--- src/rtl/fpu_div_pkg.sv ---
// Shared encodings and constants for the divide exponent sequencing logic.
package fpu_div_pkg;

  localparam int ITER_DBL_DEF = 55;
  localparam int ITER_SNG_DEF = 26;
  localparam int CNT_W_DEF    = 6;

  localparam logic [12:0] EXP1_0835 = 13'h0835;
  localparam logic [12:0] EXP1_0118 = 13'h0118;

  typedef enum logic [1:0] {
    SR_NORM = 2'b00,
    SR_ZERO = 2'b01,
    SR_0835 = 2'b10,
    SR_0118 = 2'b11
  } special_res_e;

  // exp1_sel one-hot order is {expadd1, 0835, 0118, zero}
  localparam logic [3:0] EXP1_SEL_ADD  = 4'b1000;
  localparam logic [3:0] EXP1_SEL_0835 = 4'b0100;
  localparam logic [3:0] EXP1_SEL_0118 = 4'b0010;
  localparam logic [3:0] EXP1_SEL_ZERO = 4'b0001;

  typedef enum logic [10:0] {
    S_IDLE = 11'b000_0000_0001,
    S_D1   = 11'b000_0000_0010,
    S_D2   = 11'b000_0000_0100,
    S_D3   = 11'b000_0000_1000,
    S_D4   = 11'b000_0001_0000,
    S_D5   = 11'b000_0010_0000,
    S_ITER = 11'b000_0100_0000,
    S_B5   = 11'b000_1000_0000,
    S_B6   = 11'b001_0000_0000,
    S_B7   = 11'b010_0000_0000,
    S_DONE = 11'b100_0000_0000
  } state_e;

  function automatic logic [3:0] exp1_sel_of(input logic [1:0] sr);
    logic [3:0] sel;
    case (special_res_e'(sr))
      SR_ZERO: sel = EXP1_SEL_ZERO;
      SR_0835: sel = EXP1_SEL_0835;
      SR_0118: sel = EXP1_SEL_0118;
      default: sel = EXP1_SEL_ADD;
    endcase
    return sel;
  endfunction

  // Constant the exp1 mux presents for a given one-hot select.
  function automatic logic [12:0] exp1_const_of(input logic [3:0] sel);
    logic [12:0] val;
    case (sel)
      EXP1_SEL_0835: val = EXP1_0835;
      EXP1_SEL_0118: val = EXP1_0118;
      default:       val = 13'h0000;
    endcase
    return val;
  endfunction

endpackage

--- src/rtl/fpu_div_exp_ctl_if.sv ---
// Request handshake plus all exponent-datapath controls of the divide sequencer.
interface fpu_div_exp_ctl_if;
  logic       req_vld;
  logic       req_dbl;
  logic       req_rdy;
  logic [1:0] special_res;
  logic       no_decr;
  logic       rnd_cin;
  logic       hold;
  logic       d1stg_step;
  logic       sel_exp1_fb;
  logic       sel_in1_dbl;
  logic       sel_in1_sng;
  logic       sel_in2_dbl;
  logic       sel_in2_sng;
  logic       sel_sub_shl;
  logic       sel_add_shl;
  logic [3:0] exp1_sel;
  logic       exp1_load;
  logic       e5_fdiva;
  logic       e5_fdivd;
  logic       e5_fdivs;
  logic       e6_fdiv;
  logic       e7_fdiv;
  logic       expadd2_cin;
  logic       exp_out_load;
  logic       div_done;

  modport master (
    output req_vld, req_dbl, special_res, no_decr, rnd_cin, hold,
    input  req_rdy, d1stg_step, sel_exp1_fb, sel_in1_dbl, sel_in1_sng,
           sel_in2_dbl, sel_in2_sng, sel_sub_shl, sel_add_shl, exp1_sel,
           exp1_load, e5_fdiva, e5_fdivd, e5_fdivs, e6_fdiv, e7_fdiv,
           expadd2_cin, exp_out_load, div_done
  );

  modport slave (
    input  req_vld, req_dbl, special_res, no_decr, rnd_cin, hold,
    output req_rdy, d1stg_step, sel_exp1_fb, sel_in1_dbl, sel_in1_sng,
           sel_in2_dbl, sel_in2_sng, sel_sub_shl, sel_add_shl, exp1_sel,
           exp1_load, e5_fdiva, e5_fdivd, e5_fdivs, e6_fdiv, e7_fdiv,
           expadd2_cin, exp_out_load, div_done
  );
endinterface

--- src/rtl/fpu_div_iter_cnt.sv ---
// Loadable mantissa-iteration down-counter; frozen by hold, saturates at zero.
module fpu_div_iter_cnt #(
  parameter int CNT_W = 6
) (
  input  logic             rclk,
  input  logic             reset,
  input  logic             hold_i,
  input  logic             load_i,
  input  logic [CNT_W-1:0] load_val_i,
  input  logic             dec_i,
  output logic             zero_o
);

  logic [CNT_W-1:0] cnt_q;
  logic [CNT_W-1:0] cnt_d;

  always_comb begin
    cnt_d = cnt_q;
    if (hold_i) begin
      cnt_d = cnt_q;
    end else if (load_i) begin
      cnt_d = load_val_i;
    end else if (dec_i && (cnt_q != '0)) begin
      cnt_d = cnt_q - CNT_W'(1);
    end
  end

  always_ff @(posedge rclk) begin
    if (reset) begin
      cnt_q <= '0;
    end else begin
      cnt_q <= cnt_d;
    end
  end

  assign zero_o = (cnt_q == '0);

endmodule

--- src/rtl/fpu_div_exp_ctl.sv ---
// Divide exponent sequencer: front-end D1-D5, mantissa ITER, back-end B5-B7, DONE.
// FPU_DIV_EARLY_OUT_EN: a special result seen in D3 skips ITER (9-cycle latency).
module fpu_div_exp_ctl
  import fpu_div_pkg::*;
#(
  parameter int ITER_DBL = ITER_DBL_DEF,
  parameter int ITER_SNG = ITER_SNG_DEF,
  parameter int CNT_W    = CNT_W_DEF
) (
  input logic              rclk,
  input logic              reset,
  fpu_div_exp_ctl_if.slave bus
);

  state_e           state_q, state_d;
  logic             dbl_q, dbl_d;
  logic             accept;
  logic             skip_iter;
  logic             cnt_zero;
  logic             cnt_load;
  logic [CNT_W-1:0] cnt_ld_val;

  assign accept = (state_q == S_IDLE) && bus.req_vld && !bus.hold;
  assign dbl_d  = accept ? bus.req_dbl : dbl_q;

`ifdef FPU_DIV_EARLY_OUT_EN
  logic skip_q, skip_d;

  always_comb begin
    skip_d = skip_q;
    if (accept) begin
      skip_d = 1'b0;
    end else if ((state_q == S_D3) && !bus.hold && (bus.special_res != SR_NORM)) begin
      skip_d = 1'b1;
    end
  end

  always_ff @(posedge rclk) begin
    if (reset) skip_q <= 1'b0;
    else       skip_q <= skip_d;
  end

  assign skip_iter = skip_q;
`else
  assign skip_iter = 1'b0;
`endif

  always_ff @(posedge rclk) begin
    if (reset) begin
      state_q <= S_IDLE;
      dbl_q   <= 1'b0;
    end else begin
      state_q <= state_d;
      dbl_q   <= dbl_d;
    end
  end

  always_comb begin
    state_d = state_q;
    case (state_q)
      S_IDLE:  if (bus.req_vld) state_d = S_D1;
      S_D1:    state_d = S_D2;
      S_D2:    state_d = S_D3;
      S_D3:    state_d = S_D4;
      S_D4:    state_d = S_D5;
      S_D5:    state_d = skip_iter ? S_B5 : S_ITER;
      S_ITER:  if (cnt_zero) state_d = S_B5;
      S_B5:    state_d = S_B6;
      S_B6:    state_d = S_B7;
      S_B7:    state_d = S_DONE;
      S_DONE:  state_d = S_IDLE;
      default: state_d = S_IDLE;
    endcase
    if (bus.hold) state_d = state_q;
  end

  // Counter is loaded with N-1 on ITER entry so ITER spans exactly N cycles.
  assign cnt_load   = (state_q == S_D5) && (state_d == S_ITER);
  assign cnt_ld_val = dbl_q ? CNT_W'(ITER_DBL - 1) : CNT_W'(ITER_SNG - 1);

  fpu_div_iter_cnt #(
    .CNT_W (CNT_W)
  ) u_iter_cnt (
    .rclk       (rclk),
    .reset      (reset),
    .hold_i     (bus.hold),
    .load_i     (cnt_load),
    .load_val_i (cnt_ld_val),
    .dec_i      (state_q == S_ITER),
    .zero_o     (cnt_zero)
  );

  always_comb begin
    bus.req_rdy      = 1'b0;
    bus.d1stg_step   = 1'b0;
    bus.sel_exp1_fb  = 1'b0;
    bus.sel_in1_dbl  = 1'b0;
    bus.sel_in1_sng  = 1'b0;
    bus.sel_in2_dbl  = 1'b0;
    bus.sel_in2_sng  = 1'b0;
    bus.sel_sub_shl  = 1'b0;
    bus.sel_add_shl  = 1'b0;
    bus.exp1_sel     = 4'b0000;
    bus.exp1_load    = 1'b0;
    bus.e5_fdiva     = 1'b0;
    bus.e5_fdivd     = 1'b0;
    bus.e5_fdivs     = 1'b0;
    bus.e6_fdiv      = 1'b0;
    bus.e7_fdiv      = 1'b0;
    bus.expadd2_cin  = 1'b0;
    bus.exp_out_load = 1'b0;
    bus.div_done     = 1'b0;
    case (state_q)
      S_IDLE: begin
        bus.req_rdy    = !bus.hold;
        bus.d1stg_step = accept;
      end
      S_D2: begin
        bus.exp1_sel    = EXP1_SEL_ADD;
        bus.exp1_load   = !bus.hold;
        bus.sel_in1_dbl = dbl_q;
        bus.sel_in1_sng = !dbl_q;
      end
      S_D3: begin
        bus.exp1_sel    = exp1_sel_of(bus.special_res);
        bus.exp1_load   = !bus.hold;
        bus.sel_exp1_fb = 1'b1;
        bus.sel_in2_dbl = dbl_q;
        bus.sel_in2_sng = !dbl_q;
      end
      S_D4: begin
        bus.exp1_sel    = EXP1_SEL_ADD;
        bus.exp1_load   = !bus.hold;
        bus.sel_exp1_fb = 1'b1;
        bus.sel_sub_shl = 1'b1;
      end
      S_D5: begin
        bus.exp1_sel    = EXP1_SEL_ADD;
        bus.exp1_load   = !bus.hold;
        bus.sel_exp1_fb = 1'b1;
        bus.sel_add_shl = 1'b1;
      end
      S_B5: begin
        bus.e5_fdiva     = 1'b1;
        bus.e5_fdivd     = dbl_q;
        bus.e5_fdivs     = !dbl_q;
        bus.exp_out_load = !bus.hold;
      end
      S_B6: begin
        // Adder-2 carry doubles as the no-decrement input in this stage.
        bus.e6_fdiv      = 1'b1;
        bus.expadd2_cin  = !bus.no_decr;
        bus.exp_out_load = !bus.hold;
      end
      S_B7: begin
        bus.e7_fdiv      = 1'b1;
        bus.expadd2_cin  = bus.rnd_cin;
        bus.exp_out_load = !bus.hold;
      end
      S_DONE: begin
        bus.div_done = !bus.hold;
      end
      default: begin
      end
    endcase
  end

  a_in1_excl: assert property (@(posedge rclk) disable iff (reset)
    $onehot0({bus.sel_exp1_fb, bus.sel_in1_dbl, bus.sel_in1_sng}));
  a_in2_excl: assert property (@(posedge rclk) disable iff (reset)
    $onehot0({bus.sel_in2_dbl, bus.sel_in2_sng, bus.sel_sub_shl, bus.sel_add_shl}));
  a_exp1_excl: assert property (@(posedge rclk) disable iff (reset)
    $onehot0(bus.exp1_sel));
  a_be_excl: assert property (@(posedge rclk) disable iff (reset)
    $onehot0({bus.e5_fdiva, bus.e6_fdiv, bus.e7_fdiv}) && $onehot0({bus.e5_fdivd, bus.e5_fdivs}));

endmodule

--- src/flat_wrapper.sv ---
// flat-port wrapper written by rule: the top's interface ports become plain ports
module fpu_div_exp_ctl_flat import fpu_div_pkg::*;
#(
  parameter int ITER_DBL = ITER_DBL_DEF,
  parameter int ITER_SNG = ITER_SNG_DEF,
  parameter int CNT_W    = CNT_W_DEF
)
  (rclk, reset, bus_req_vld, bus_req_dbl, bus_special_res, bus_no_decr, bus_rnd_cin, bus_hold, bus_req_rdy, bus_d1stg_step, bus_sel_exp1_fb, bus_sel_in1_dbl, bus_sel_in1_sng, bus_sel_in2_dbl, bus_sel_in2_sng, bus_sel_sub_shl, bus_sel_add_shl, bus_exp1_sel, bus_exp1_load, bus_e5_fdiva, bus_e5_fdivd, bus_e5_fdivs, bus_e6_fdiv, bus_e7_fdiv, bus_expadd2_cin, bus_exp_out_load, bus_div_done);
  fpu_div_exp_ctl_if bus_i ();
  input logic rclk;
  input logic reset;
  input wire logic [$bits(bus_i.req_vld)-1:0] bus_req_vld;
  input wire logic [$bits(bus_i.req_dbl)-1:0] bus_req_dbl;
  input wire logic [$bits(bus_i.special_res)-1:0] bus_special_res;
  input wire logic [$bits(bus_i.no_decr)-1:0] bus_no_decr;
  input wire logic [$bits(bus_i.rnd_cin)-1:0] bus_rnd_cin;
  input wire logic [$bits(bus_i.hold)-1:0] bus_hold;
  output wire logic [$bits(bus_i.req_rdy)-1:0] bus_req_rdy;
  output wire logic [$bits(bus_i.d1stg_step)-1:0] bus_d1stg_step;
  output wire logic [$bits(bus_i.sel_exp1_fb)-1:0] bus_sel_exp1_fb;
  output wire logic [$bits(bus_i.sel_in1_dbl)-1:0] bus_sel_in1_dbl;
  output wire logic [$bits(bus_i.sel_in1_sng)-1:0] bus_sel_in1_sng;
  output wire logic [$bits(bus_i.sel_in2_dbl)-1:0] bus_sel_in2_dbl;
  output wire logic [$bits(bus_i.sel_in2_sng)-1:0] bus_sel_in2_sng;
  output wire logic [$bits(bus_i.sel_sub_shl)-1:0] bus_sel_sub_shl;
  output wire logic [$bits(bus_i.sel_add_shl)-1:0] bus_sel_add_shl;
  output wire logic [$bits(bus_i.exp1_sel)-1:0] bus_exp1_sel;
  output wire logic [$bits(bus_i.exp1_load)-1:0] bus_exp1_load;
  output wire logic [$bits(bus_i.e5_fdiva)-1:0] bus_e5_fdiva;
  output wire logic [$bits(bus_i.e5_fdivd)-1:0] bus_e5_fdivd;
  output wire logic [$bits(bus_i.e5_fdivs)-1:0] bus_e5_fdivs;
  output wire logic [$bits(bus_i.e6_fdiv)-1:0] bus_e6_fdiv;
  output wire logic [$bits(bus_i.e7_fdiv)-1:0] bus_e7_fdiv;
  output wire logic [$bits(bus_i.expadd2_cin)-1:0] bus_expadd2_cin;
  output wire logic [$bits(bus_i.exp_out_load)-1:0] bus_exp_out_load;
  output wire logic [$bits(bus_i.div_done)-1:0] bus_div_done;
  assign bus_i.req_vld = bus_req_vld;
  assign bus_i.req_dbl = bus_req_dbl;
  assign bus_i.special_res = bus_special_res;
  assign bus_i.no_decr = bus_no_decr;
  assign bus_i.rnd_cin = bus_rnd_cin;
  assign bus_i.hold = bus_hold;
  assign bus_req_rdy = bus_i.req_rdy;
  assign bus_d1stg_step = bus_i.d1stg_step;
  assign bus_sel_exp1_fb = bus_i.sel_exp1_fb;
  assign bus_sel_in1_dbl = bus_i.sel_in1_dbl;
  assign bus_sel_in1_sng = bus_i.sel_in1_sng;
  assign bus_sel_in2_dbl = bus_i.sel_in2_dbl;
  assign bus_sel_in2_sng = bus_i.sel_in2_sng;
  assign bus_sel_sub_shl = bus_i.sel_sub_shl;
  assign bus_sel_add_shl = bus_i.sel_add_shl;
  assign bus_exp1_sel = bus_i.exp1_sel;
  assign bus_exp1_load = bus_i.exp1_load;
  assign bus_e5_fdiva = bus_i.e5_fdiva;
  assign bus_e5_fdivd = bus_i.e5_fdivd;
  assign bus_e5_fdivs = bus_i.e5_fdivs;
  assign bus_e6_fdiv = bus_i.e6_fdiv;
  assign bus_e7_fdiv = bus_i.e7_fdiv;
  assign bus_expadd2_cin = bus_i.expadd2_cin;
  assign bus_exp_out_load = bus_i.exp_out_load;
  assign bus_div_done = bus_i.div_done;
  fpu_div_exp_ctl #(.ITER_DBL(ITER_DBL), .ITER_SNG(ITER_SNG), .CNT_W(CNT_W)) u_core (.rclk(rclk), .reset(reset), .bus(bus_i));
endmodule
--- config.mk ---
export PLATFORM = sky130hd
export DESIGN_NAME = fpu_div_exp_ctl_flat
export DESIGN_NICKNAME = d
export VERILOG_FILES = /design/src/rtl/fpu_div_pkg.sv /design/src/rtl/fpu_div_exp_ctl_if.sv /design/src/rtl/fpu_div_iter_cnt.sv /design/src/rtl/fpu_div_exp_ctl.sv /design/src/flat_wrapper.sv
export SDC_FILE = /design/constraint.sdc
export NUM_CORES = 1
export LEC_CHECK = 0
export ABC_AREA = 1
export ABC_CLOCK_PERIOD_IN_PS = 2470
export CAP_MARGIN = 20
export CORE_MARGIN = 3
export CORE_UTILIZATION = 54
export DETAILED_ROUTE_END_ITERATION = 8
export MAX_ROUTING_LAYER = met4
export PLACE_DENSITY = 0.84
export SETUP_SLACK_MARGIN = 0.5
export SYNTH_ARGS = -nofsm -noshare
export SYNTH_HDL_FRONTEND = slang
export SYNTH_SLANG_ARGS = --single-unit
export TNS_END_PERCENT = 20
--- constraint.sdc ---
create_clock -name rclk -period 2.47 [get_ports rclk]
set_clock_uncertainty 0.05 [all_clocks]
set_input_delay 0.494 -clock rclk [delete_from_list [all_inputs] [get_ports rclk]]
set_output_delay 0.494 -clock rclk [all_outputs]
set_load 0.01 [all_outputs]
==> results of run 1 <==
## synth_stat cells, drive strengths merged
cell type,n
nand2,55
inv,36
nor2,31
nand3,21
dfxtp,18
a21oi,15
o21ai,9
nor3,8
nand4,5
buf,2
clkinv,2
xor2,2
and3,1
clkbuf,1
ha,1
nand3b,1
o211ai,1
o21a,1
o22ai,1
## kinds of logic after synthesis
family,Yosys count
simple gates,122
buf+inv,41
compound gates,27
flops,18
xor+xnor,2
fa+ha+maj,1
## flip-flops by register name, indices dropped and copies added (netlist names)
name	cells
u_core.state_q	11
u_core.u_iter_cnt.cnt_q	6
u_core.dbl_q	1
## how the worst min path moves through the flow
stage,startpoint,to,slack [ns],cells past startpoint
after floorplan,u_core.state_q[9],u_core.state_q[9],0.40,2
after global placement,u_core.state_q[9],u_core.state_q[9],0.41,2
after detailed placement,u_core.state_q[9],u_core.state_q[9],0.44,2
after CTS,u_core.state_q[2],u_core.state_q[2],0.45,2
after global routing,u_core.state_q[4],u_core.state_q[4],0.48,2
final,u_core.state_q[4],u_core.state_q[4],0.45,2
## power breakdown
part           switching (W)  leakage (nW)  internal [W]
sequential        0.00000878         0.152      0.000290
clock               0.000111        0.0210     0.0000904
combinational      0.0000925         0.871     0.0000712
total               0.000213          1.04      0.000451
## routing by layer
layer	global-route usage, %	vias to the layer above
met1	31.3	793
li1	-	791
met4	13.2	0
met5	-	-
met3	4.83	30
met2	53.0	99
## metrics by stage
step | instances | cell area, um2 | setup slack, ns
after global placement | 272 | 1750 | 0.0404
after floorplan | 211 | 1380 | 0.684
after global routing | 299 | 2070 | 0.192
after CTS | 288 | 1940 | 0.272
final | 299 | 2070 | 0.230
after detailed placement | 272 | 1750 | 0.00840
## layout make-up
type	count	share of cell area (%)
Multi-Input combinational cell	152	47.7
Tap cell	28	1.69
Sequential cell	18	18.8
Timing Repair Buffer	59	22.9
Clock buffer	4	1.75
Inverter	38	7.19
## worst max-delay path, stage by stage (launching register included)
cell,delay [ns]
dfxtp_4,0.38
nor2_4,0.12
nand2_4,0.11
nor2_8,0.20
buf_12,0.13
nand4_4,0.09
nor2_4,0.13
nand2_2,0.08
inv_2,0.06
buf_6,0.09
## repair_timing
| action | in CTS | in global routing |
|---|---|---|
| resized for setup | 71 | 36 |
| pin swaps | 12 | 15 |
| gates cloned | 0 | 0 |
| setup endpoints to repair | 23 | 28 |
| setup buffers | 12 | 11 |
| hold buffers | 0 | 0 |
==> summary.txt, run 1 <==
Clocking
  • CTS sink cnt: 18
  • TritonCTS Buffers: 3
  • H-tree levels: 1
  • TritonCTS clock tree: done
  • Worst-Skew Late Latency: 0.32 ns
  • CTS clk-pin slew, worst paths: 0.12 ns
  • Root buffer cell: clkbuf_4
  • Clock Path Buffers: 2

Detailed routing
  • DR vias/cell: 5.73
  • Highest routed layer: met4
  • DRT iter0 DRCs: 151
  • Routed WL per cell: 16.5 um
  • DR vias: 1,713
  • Wire length on met3: 370 um
  • Met2 routed WL: 2430 um
  • DRT Wirelength: 4920 um
  • Pre-Repair DR Iteration Count: 6
  • Post-Route M1 WL: 1920 um
  • Post-route ant nets: 0
  • Drt drc: 0

Global routing
  • Global route overflow: 0
  • Initial antenna violation count: 0
  • Pin count of the biggest net entering global routing: 12
  • First-pass GRT wire length: 7270 um
  • Number of global-route vias before repair: 1,596
  • Total global routing track utilization: 29.5%

Pwr
  • Static Leakage: 1.04 nW
  • Total power: 0.000664 W
  • Worst vdd ir: 0.373 mV
  • Power Dens Cells: 321 nW/um2

Yosys
  • Post-synthesis cell count: 211
  • Register bit total from synthesis: 18
  • Main combinational cell family by area after synthesis: simple AND/OR/NAND/NOR gates
  • Synth Area in Adders: 0.907%
  • Synth Area in XOR/XNOR: 1.27%
  • Mapped Area: 1380 um2
  • Post-synth top area share: 26.1%
  • Synth unique cells: 34
  • Top cells by area, synth: dfxtp_1 (26%), nand2_1 (13%), inv_1 (8.4%)
  • Mean Syn Cell Area: 6.54 um2
  • Seq/Total Area, Yosys: 26.1%
  • Compound-Gate Fraction of Synth Area: 11.6%
  • Post-synthesis mux area share: 0%
  • Yosys warns: 0
  • Synth Area in Simple Gates: 48.8%
  • Syn Nets: 221
  • Leading area contributor after synthesis: dfxtp_1

Setup path
  • Kind of critical path: register to primary output
  • Crit path launch: u_core.state_q[8]
  • R2R Setup Slk: 0.42 ns
  • CP Data Arrival Time: 1.70 ns
  • FF-to-FF path depth: 14
  • R2r endpoint: u_core.u_iter_cnt.cnt_q[3]
  • Reg-to-Reg Start: u_core.state_q[8]
  • Critical Path Fanout Max: 4
  • CP Data Required Time: 1.93 ns
  • CP endpoint: bus_d1stg_step
  • Crit end category: primary output
  • Crit start category: register

Placement
  • DP HPWL: 2970 um
  • Port bufs: 30
  • GPL Wtd Cong: 0.848

Timing
  • Max Fclk: 0.446 GHz
  • Crit share post-route: 90.7%
  • Final setup violation count: 0
  • Total count of hold-check failures in the final report: 0
  • RSZ-0062 raised after global routing: true
  • Worst Tran Pin Value: 0.483 ns
  • Tmin final: 2.24 ns
  • Min Hold Slack: 0.455 ns
  • Max_slew headroom: 67.7%
  • Final Max Slew Viols: 0
  • Final setup TNS: 0 ns

Final layout
  • Share of cells above drive strength 1: 39.9%
  • Commonest non-fill, non-tap cells in the layout: nand2_1 (42), buf_4 (28), inv_1 (26)
  • P&R area growth vs syn: 50.0%
  • Final #Nets: 282
  • Layout fillers: 123
  • Area of the multi-input gates: 987 um2
  • Antenna cell count: 0
  • FF/Latch Area: 389 um2
  • Most common cell after layout, fill and taps aside: nand2_1
  • Final Util: 89.3%

Floorplanning
  • Die ar.: 3200 um2
  • Site Rows: 17
  • I/O pins: 31
  • Core region area: 2320 um2
  • Die height: 56.6 um
  • Die Wd: 56.6 um
  • Starting Density: 59.5%

Outcome
  • Status: complete, no violations

Flow run
  • Number of max-cap violations: 0

Min path
  • Worst hold path class: register to register
Note: power is estimated with default switching activity, not from simulation.
==> run 2, diff against run 1 <==
Settings changed: ABC_CLOCK_PERIOD_IN_PS 2470 to 1800, CORE_UTILIZATION 54 to 45, PLACE_DENSITY 0.84 to 0.74.
Clock period 2.47 ns to 1.8 ns, I/O delays scaled along.
==> summary.txt, run 2 (synthesized netlist as in run 1, its figures left out) <==
Setup path
  • FF-to-FF path depth: 14 (unchanged)
  • CP Data Required Time: 1.39 ns (-0.54 ns)
  • CP Data Arrival Time: 1.51 ns (-0.19 ns)
  • CP top delay family: simple AND/OR/NAND/NOR gates
  • Crit end category: primary output
  • CP Cell Sequence: nor2_4 -> nand2_4 -> nor2_8 -> o21ai_2 -> nand2_2 -> nand3_2 -> inv_1 -> buf_2
  • R2R Setup Slk: -0.08 ns (-0.50 ns)
  • Crit start category: register
  • Kind of critical path: register to primary output
  • R2r endpoint: u_core.u_iter_cnt.cnt_q[2]
  • Crit path buf inv count: 2 (-1)
  • Critical Path Fanout Max: 4 (unchanged)
  • CP peak stage delay: 0.39 ns (about the same)
  • Reg-to-Reg Start: u_core.state_q[7]
  • Slowest cell on crit path: dfxtp_4

Clocking
  • Post-CTS Hold Fix Bufs: 0 (unchanged)
  • H-tree levels: 1 (unchanged)
  • CTS sink cnt: 18 (unchanged)
  • CTS clk-pin slew, worst paths: 0.10 ns (-0.02 ns)
  • Root buffer cell: clkbuf_4
  • TritonCTS clock tree: done
  • Worst-Skew Late Latency: 0.29 ns (-0.03 ns)
  • TritonCTS Buffers: 3 (unchanged)
  • Clock Path Buffers: 2 (unchanged)

Floorplanning
  • Die ar.: 3770 um2 (+18%)
  • I/O pins: 31 (unchanged)
  • Starting Density: 48.8% (-11 points)
  • Die Wd: 61.4 um (+8.5%)
  • Site Rows: 19 (+2)
  • Core region area: 2830 um2 (+22%)
  • Die height: 61.4 um (+8.5%)

Placement
  • Placed Cells: 317 (+17%)
  • Port bufs: 30 (unchanged)
  • GPL Wtd Cong: 0.889 (+4.8%)
  • Post-place setup slack: -0.426 ns (-0.434 ns)
  • DP HPWL: 3110 um (+4.9%)

Final layout
  • Most common cell after layout, fill and taps aside: buf_4
  • P&R area growth vs syn: 70.8%
  • Share of cells above drive strength 1: 57.4% (+18 points)
  • Antenna cell count: 0 (unchanged)
  • Biggest register: u_core.state_q
  • Final Util: 83.3% (-5.9 points)
  • Final #Nets: 308 (+9.2%)
  • Regs by FF count: u_core.state_q (11), u_core.u_iter_cnt.cnt_q (6), u_core.dbl_q (1)
  • Max reg flops: 11 (unchanged)
  • Post-route insts no fill: 327 (+9.4%)
  • Commonest non-fill, non-tap cells in the layout: buf_4 (50), nand2_1 (38), inv_1 (24)

Min path
  • WHS Endpoint: u_core.state_q[3]
  • Worst hold path class: register to register
  • Hold path startpoint: u_core.state_q[3]
  • Min-Delay Path Depth: 2 (unchanged)

Timing
  • Max Fclk: 0.521 GHz
  • Final setup violation count: 23 (+23)
  • Worst Tran Pin Value: 0.331 ns (-0.151 ns)
  • Total count of hold-check failures in the final report: 0 (unchanged)
  • Final Max Slew Viols: 0 (unchanged)
  • Crit share post-route: 107%
  • Final worst slack: -0.119 ns (-0.349 ns)
  • Final setup TNS: -1.41 ns (-1.41 ns)
  • Max_slew headroom: 77.8% (+10 points)
  • RSZ-0062 raised after global routing: true
  • Tmin final: 1.92 ns

Pwr
  • Worst vdd ir: 0.367 mV (-1.5%)
  • Static Leakage: 1.15 nW (+10%)
  • Power Dens Cells: 364 nW/um2 (+13%)

Detailed routing
  • Met2 routed WL: 2040 um (-16%)
  • Highest routed layer: met4
  • Wire length on met3: 186 um (-50%)
  • DRT iter0 DRCs: 62 (-59%)
  • Pre-Repair DR Iteration Count: 4 (-2)
  • Routed WL per cell: 12.7 um (-23%)
  • DR vias: 1,662 (-3.0%)
  • DRT Wirelength: 4150 um (-16%)
  • Post-route ant nets: 0 (unchanged)
  • Post-Route M1 WL: 1860 um (-2.9%)
  • DR vias/cell: 5.08 (-11%)
  • Drt drc: 0 (unchanged)

Flow run
  • Number of max-cap violations: 0 (unchanged)

Outcome
  • Status: complete, but fails checks
  • Violations in the final reports: negative setup slack

Global routing
  • Initial antenna violation count: 0 (unchanged)
  • Pin count of the biggest net entering global routing: 10 (-2)
  • First-pass GRT wire length: 6470 um (-11%)
  • Total global routing track utilization: 24.0% (-5.5 points)
  • Number of global-route vias before repair: 1,448 (-9.3%)
  • Global route overflow: 0 (unchanged)
==> run 2: cell types whose count changed in the layout (fill, tap and decap cells not counted), sizes merged <==
cell	previous run	this run
clkdlybuf4s15	2	1
clkbuf	5	3
clkdlybuf4s50	7	8
buf	38	76
dlygate4sd2	11	0
==> run 2: worst max path at each step <==
stage	slack (ns)	cells after the start	to	startpoint
2_1_floorplan	0.25	12	u_core.u_iter_cnt.cnt_q[4]	u_core.u_iter_cnt.cnt_q[0]
3_3_place_gp	-0.40	6	bus_d1stg_step	bus_hold
5_1_grt	-0.20	9	bus_exp1_sel[0]	u_core.state_q[5]
4_1_cts	-0.14	8	bus_d1stg_step	u_core.state_q[5]
3_5_place_dp	-0.43	6	bus_d1stg_step	bus_hold
6_report	-0.12	8	bus_exp1_sel[0]	u_core.state_q[1]
==> run 2: report_power, final <==
group | switching, W | internal (W)
Clock | 0.000121 | 0.0000778
Combinational | 0.000130 | 0.000114
Sequential | 0.0000107 | 0.000404
==> run 2: per-stage QoR <==
step	instance area [um2]	total power [W]	hold slack, ns
final	2360	0.000858	0.451
after floorplan	1460	0.000528	0.400
after detailed placement	2140	0.000635	0.441
after global placement	2140	0.000630	0.437
after global routing	2360	0.000901	0.465
after CTS	2220	0.000851	0.456
==> run 2: tightest hold or removal path, cell delays in order (launching register included) <==
cell and delay (ns):
dfxtp_2 0.36, nand2_1 0.06, a21oi_1 0.05
==> run 2: routing by layer <==
metal,track usage [%],vias to the layer above
met5,-,-
met4,7.27,0
met3,3.14,8
met2,40.3,46
met1,29.9,762
li1,-,846
==> run 2: cell type report <==
| type | instances | area (um2) |
|---|---|---|
| Tap cell | 31 | 38.8 |
| Fill cell | 176 | 472 |
| Inverter | 38 | 156 |
| Sequential cell | 18 | 380 |
| Multi-Input combinational cell | 152 | 1110 |
| Clock buffer | 3 | 22.5 |
| Timing Repair Buffer | 85 | 653 |
==> run 2: what timing repair did <==
action | 4_1_cts | 5_1_grt
gates resized for setup | 112 | 41
setup buffers | 4 | 3
pin swaps | 13 | 14
setup endpoints to repair | 39 | 39
==> run 3, diff against run 2 <==
Settings changed: CTS_CLUSTER_SIZE set to 16.
==> results of run 3 <==
Same layout as run 2: the final DEF is identical, and so are final timing and power.
